**src/rtl/frame_extremum_tracker.sv**
```systemverilog
// Frame max/min tracker driving an external combinational 8-bit magnitude comparator.
// Reports the max/min of each FRAME_LEN-sample frame and the first index of each.
module frame_extremum_tracker #(
    parameter int unsigned DATA_W    = 8,
    parameter int unsigned FRAME_LEN = 16,
    parameter int unsigned IDX_W     = 4
) (
    input  logic              iClk,
    input  logic              iRst_n,
    input  logic              iStart,
    input  logic              iData_valid,
    input  logic [DATA_W-1:0] iData,
    output logic              oData_ready,
    output logic [DATA_W-1:0] oCmp_a,
    output logic [DATA_W-1:0] oCmp_b,
    input  logic [2:0]        iCmp_res,
    output logic [DATA_W-1:0] oMax,
    output logic [DATA_W-1:0] oMin,
    output logic [IDX_W-1:0]  oMax_idx,
    output logic [IDX_W-1:0]  oMin_idx,
    output logic              oBusy,
    output logic              oDone,
    output logic              oErr
);

    typedef enum logic [2:0] {
        S_IDLE, S_FIRST, S_WAIT, S_CMP_MAX, S_CMP_MIN, S_DONE
    } state_t;

    localparam logic [IDX_W-1:0] LAST_IDX = IDX_W'(FRAME_LEN - 1);

    state_t            r_state;
    logic [DATA_W-1:0] r_sample;
    logic [DATA_W-1:0] r_max;
    logic [DATA_W-1:0] r_min;
    logic [IDX_W-1:0]  r_max_idx;
    logic [IDX_W-1:0]  r_min_idx;
    logic [IDX_W-1:0]  r_cnt;
    logic              r_done;
    logic              r_err;

    logic w_hs;
    logic w_gt;
    logic w_lt;
    logic w_eq;
    logic w_bad;
    logic w_in_cmp;

    // Anything other than a single set bit is an illegal code and never updates.
    assign w_gt     = (iCmp_res == 3'b100);
    assign w_lt     = (iCmp_res == 3'b010);
    assign w_eq     = (iCmp_res == 3'b001);
    assign w_bad    = !(w_gt || w_lt || w_eq);
    assign w_in_cmp = (r_state == S_CMP_MAX) || (r_state == S_CMP_MIN);

    assign oData_ready = (r_state == S_FIRST) || (r_state == S_WAIT);
    assign oBusy       = oData_ready || w_in_cmp;
    assign w_hs        = iData_valid && oData_ready;

    assign oCmp_a   = w_in_cmp ? r_sample : '0;
    assign oCmp_b   = (r_state == S_CMP_MAX) ? r_max :
                      (r_state == S_CMP_MIN) ? r_min : '0;
    assign oMax     = r_max;
    assign oMin     = r_min;
    assign oMax_idx = r_max_idx;
    assign oMin_idx = r_min_idx;
    assign oDone    = r_done;
    assign oErr     = r_err;

    always_ff @(posedge iClk or negedge iRst_n) begin
        if (!iRst_n) begin
            r_state   <= S_IDLE;
            r_sample  <= '0;
            r_max     <= '0;
            r_min     <= '0;
            r_max_idx <= '0;
            r_min_idx <= '0;
            r_cnt     <= '0;
            r_done    <= 1'b0;
            r_err     <= 1'b0;
        end else begin
            case (r_state)
                S_IDLE, S_DONE: begin
                    if (iStart) begin
                        r_state   <= S_FIRST;
                        r_max     <= '0;
                        r_min     <= '0;
                        r_max_idx <= '0;
                        r_min_idx <= '0;
                        r_cnt     <= '0;
                        r_done    <= 1'b0;
                        r_err     <= 1'b0;
                    end
                end
                S_FIRST: begin
                    if (w_hs) begin
                        r_max     <= iData;
                        r_min     <= iData;
                        r_max_idx <= '0;
                        r_min_idx <= '0;
                        r_cnt     <= IDX_W'(1);
                        r_state   <= S_WAIT;
                    end
                end
                S_WAIT: begin
                    if (w_hs) begin
                        r_sample <= iData;
                        r_state  <= S_CMP_MAX;
                    end
                end
                S_CMP_MAX: begin
                    if (w_gt) begin
                        r_max     <= r_sample;
                        r_max_idx <= r_cnt;
                    end
                    if (w_bad) r_err <= 1'b1;
                    r_state <= S_CMP_MIN;
                end
                S_CMP_MIN: begin
                    if (w_lt) begin
                        r_min     <= r_sample;
                        r_min_idx <= r_cnt;
                    end
                    if (w_bad) r_err <= 1'b1;
                    r_cnt <= r_cnt + 1'b1;
                    if (r_cnt == LAST_IDX) begin
                        r_state <= S_DONE;
                        r_done  <= 1'b1;
                    end else begin
                        r_state <= S_WAIT;
                    end
                end
                default: r_state <= S_IDLE;
            endcase
        end
    end

endmodule

```
**config.mk**
```make
export PLATFORM = sky130hd
export DESIGN_NAME = frame_extremum_tracker
export DESIGN_NICKNAME = d
export VERILOG_FILES = /design/src/rtl/frame_extremum_tracker.sv
export SDC_FILE = /design/constraint.sdc
export NUM_CORES = 1
export LEC_CHECK = 0
export ABC_AREA = 1
export ABC_CLOCK_PERIOD_IN_PS = 1800
export CORE_UTILIZATION = 56
export DETAILED_ROUTE_END_ITERATION = 8
export DONT_BUFFER_PORTS = 1
export PLACE_DENSITY = 0.78
export SLEW_MARGIN = 40
export SYNTH_ARGS = -nofsm -noshare
export SYNTH_HDL_FRONTEND = slang
export SYNTH_SLANG_ARGS = --single-unit
```
**constraint.sdc**
```tcl
create_clock -name iClk -period 1.8 [get_ports iClk]
set_input_delay 0.36 -clock iClk [delete_from_list [all_inputs] [get_ports iClk]]
set_output_delay 0.36 -clock iClk [all_outputs]
set_load 0.005 [all_outputs]
```
==> results.md <==
- Core Box Area: between 3000 and 4000 µm²
- Slew @ Worst Pin: 355 ps
- Max Freq: roughly 0.58 GHz
- Final hold viol count: 0
- Met1 usage: between 30% and 40%
- Combinational share of power: about half
- Initial antenna violation count: 0
- Syn Area/Cell: 8.11 µm²
- Vias in the first global route: about 1700
- Crit end category: primary output
- Initial core utilization: 59.6%
- Gr ovfl total: 0
- DRT Wirelength: approximately 5200 µm
- Fin util: 65.0%
- Synthesized area: 2230 µm²
- Max-cap viol count: 0
- Pre-Repair DR Iteration Count: 4
- Inserted Clock Buffers: 5
- Post-Synth Adder-Cell Area: 0.561%
- Post-DP HPWL: around 3600 µm
- Switching share of total power: 47.0%
- Syn_nets: around 290
- Static Leakage: about 1.2 nW
- GR peak layer: met2
- R2r setup slk: ~140 ps
- Post-synth ARST share: 100%
- Met2 GRT Util: 38.7%
- Setup Crit Path Kind: reg -> out
- Clk pwr share: 16.9%
- Port-buffer cells: 0
- Placed insts: approximately 320
- Top_reg_cell synth: dfrtp_1
- Diode count: 0
- Worst R2R End: oMax[3]
- Multiplexer share of the synthesized area: 0%
- Die Ht: between 60 and 70 µm
- Endpoints failing setup: 0
- Multi-input logic area: 1010 µm²
- Reg power frac: 34.7%
- Die X: around 65 µm
- Largest family of logic cells by synthesized area: simple AND/OR/NAND/NOR gates
- RePlAce Congestion: a little under 0.8
- Commonest non-fill, non-tap cell in the layout: nand2_1
- Total track usage: 25.6%
- Critical-path maximum fanout: 5
- CTS Buffer Depth: 2
- Met3 GRT Util: roughly 7.5%
- XOR/XNOR Fraction of Synth Area: 0%
- Power Internal: between 2 and 2.5 mW
- Number of synthesized flops with an enable pin: 0
- CTS tree: done
- Pwr Total: around 4.5 mW
- Synth cell types: 25
- Sequential cell area: 1030 µm²
- NetSw: ~2.1 mW
- Post-synthesis sequential area ratio: about 46%
- Dominant cell type by area after synthesis: dfrtp_1
- Clock Skew: approximately 8.5 ps
- Relative slew slack: roughly 76%
- Via-per-instance ratio: 5.65
- Starting DRT DRC Count: 170
- Crit path from: r_state[0]
- Full die area: about 4200 µm²
- Crit path arrival time: 1380 ps
- Compound-cell area share of the yosys netlist: a little under a fifth
- Cell count after synthesis: 275
- TNS Setup: 0 ps
- Synth Area in Simple Gates: 24.2%
- Synth Warn #: 0
- Root Buffer: clkbuf_8
- RR Startpoint: r_state[0]
- #FFs+latches synth: 41
- Crit path to: oCmp_b[4]
- # H-tree levels: 2
- Final Max Slew Viols: 0
- Area share of the largest cell type after synthesis: a little under half
- Commonest non-fill, non-tap cells in the layout: nand2_1, dfrtp_1, inv_1, nor2_1, o21ai_1
- Startpoint types: flop
- PD cells: 1850 nW/µm²
- Clk sinks: roughly 40
- VDD IR-drop max: between 0.8 and 0.9 mV
- Dominant cells by area after synthesis: dfrtp_1, nand2_1, o21ai_1
- Largest net degree at the start of global routing: 42
- DRC viols: 0
- Area delta synth->final: 9.09%
- Tcrit/Tclk final: 96.5%
- Worst-path clk slew: 70 ps
- R2R depth: 7
- Post-layout min period: 1740 ps
- # rows: 22
- Layout cells sized above 1: 18.4%
- Worst skew pair latency: roughly 290 ps
- Critical path required time: 1440 ps
- Worst min path class: in -> reg
- Routed len/inst: approximately 16 µm
- Status: finished clean
- FILL cells: between 300 and 400
- Final Non-Filler Cells: ~330
- Boundary Pins: a little under 60
- Layout Nets: just under 300
- Vias: around 1900
- Number of nets with antenna violations after routing: 0
- First-pass GRT wire length: just over 8000 µm
- Hold Slack: 231 ps
## power groups by stage
stage                     combinational [mW]  clock (mW)  sequential, mW
after detailed placement                2.01           0            1.56
after floorplan                         1.82           0            1.46
after global routing                    2.45       0.805            1.60
after global placement                  1.96           0            1.55
after CTS                               2.05       0.767            1.54
final                                   2.18       0.759            1.56
## flip-flops by register name, indices dropped and copies added (netlist names)
register,count
oDone,1
oErr,1
oMax,8
oMax_idx,4
oMin,8
oMin_idx,4
r_cnt,4
r_sample,8
r_state,3
## per-layer routing
layer / vias to the layer above / part of all wire [%]
li1: 904 / -
met3: 8 / 7.9
met1: 888 / 44
met4: 0 / 1.3
met2: 69 / 47
met5: - / 0
## repair_timing
item | in CTS | in global routing
buffers inserted | 0 | 3
hold buffers | 2 | 0
resized for setup | 1 | 9
hold endpoints to repair | 41 | 0
setup endpoints to repair | 2 | 18
cloned | 0 | 1
## synthesized netlist by cell type, drive strengths merged, types with 8 or more instances
| cell type | instances |
|---|---|
| nor2 | 33 |
| dfrtp | 41 |
| o21ai | 47 |
| nand2 | 76 |
| a21oi | 11 |
| nand3 | 9 |
| a32o | 8 |
| inv | 33 |
| buf | 12 |
## through the flow
stage          setup WS, ps  area (µm²)
2_1_floorplan           343        2230
3_3_place_gp            105        2230
3_5_place_dp            100        2230
4_1_cts                10.2        2380
5_1_grt               -9.43        2430
6_report               63.2        2430
## critical path: stages (launching register included)
cell and delay, ps:
dfrtp_2 460, inv_2 100, nand2_2 140, nor2_4 190, a32o_1 200
## kinds of logic (layout without fill, tap and decap cells)
group / count (synthesis) / count (layout)
buffers and inverters: 45 / 52
and+or+nand+nor: 120 / 121
AOI/OAI and AO/OA: 68 / 68
adders and majority gates: 1 / 1
DFF: 41 / 41
## worst min path at each step
| stage | slack (ps) | from | to | cells after the start |
|---|---|---|---|---|
| 6_report | 230 | iData[0] | r_sample[0] | 2 |
| 5_1_grt | 230 | iData[0] | r_sample[0] | 2 |
| 4_1_cts | 220 | iData[3] | r_sample[3] | 2 |
| 3_5_place_dp | 70 | iRst_n | oErr | 0 |
| 3_3_place_gp | 70 | iRst_n | oErr | 0 |
| 2_1_floorplan | 60 | iRst_n | oDone | 0 |
## cell type report
class,count,area share [%]
repair buffers,11,4.01
multi-input cells,190,41.3
inverters,33,5.09
clock inverters,1,1.23
flip-flops and latches,41,42.3
well taps,48,2.47
clock buffers,7,3.55
(Power assumes the default switching activity.)
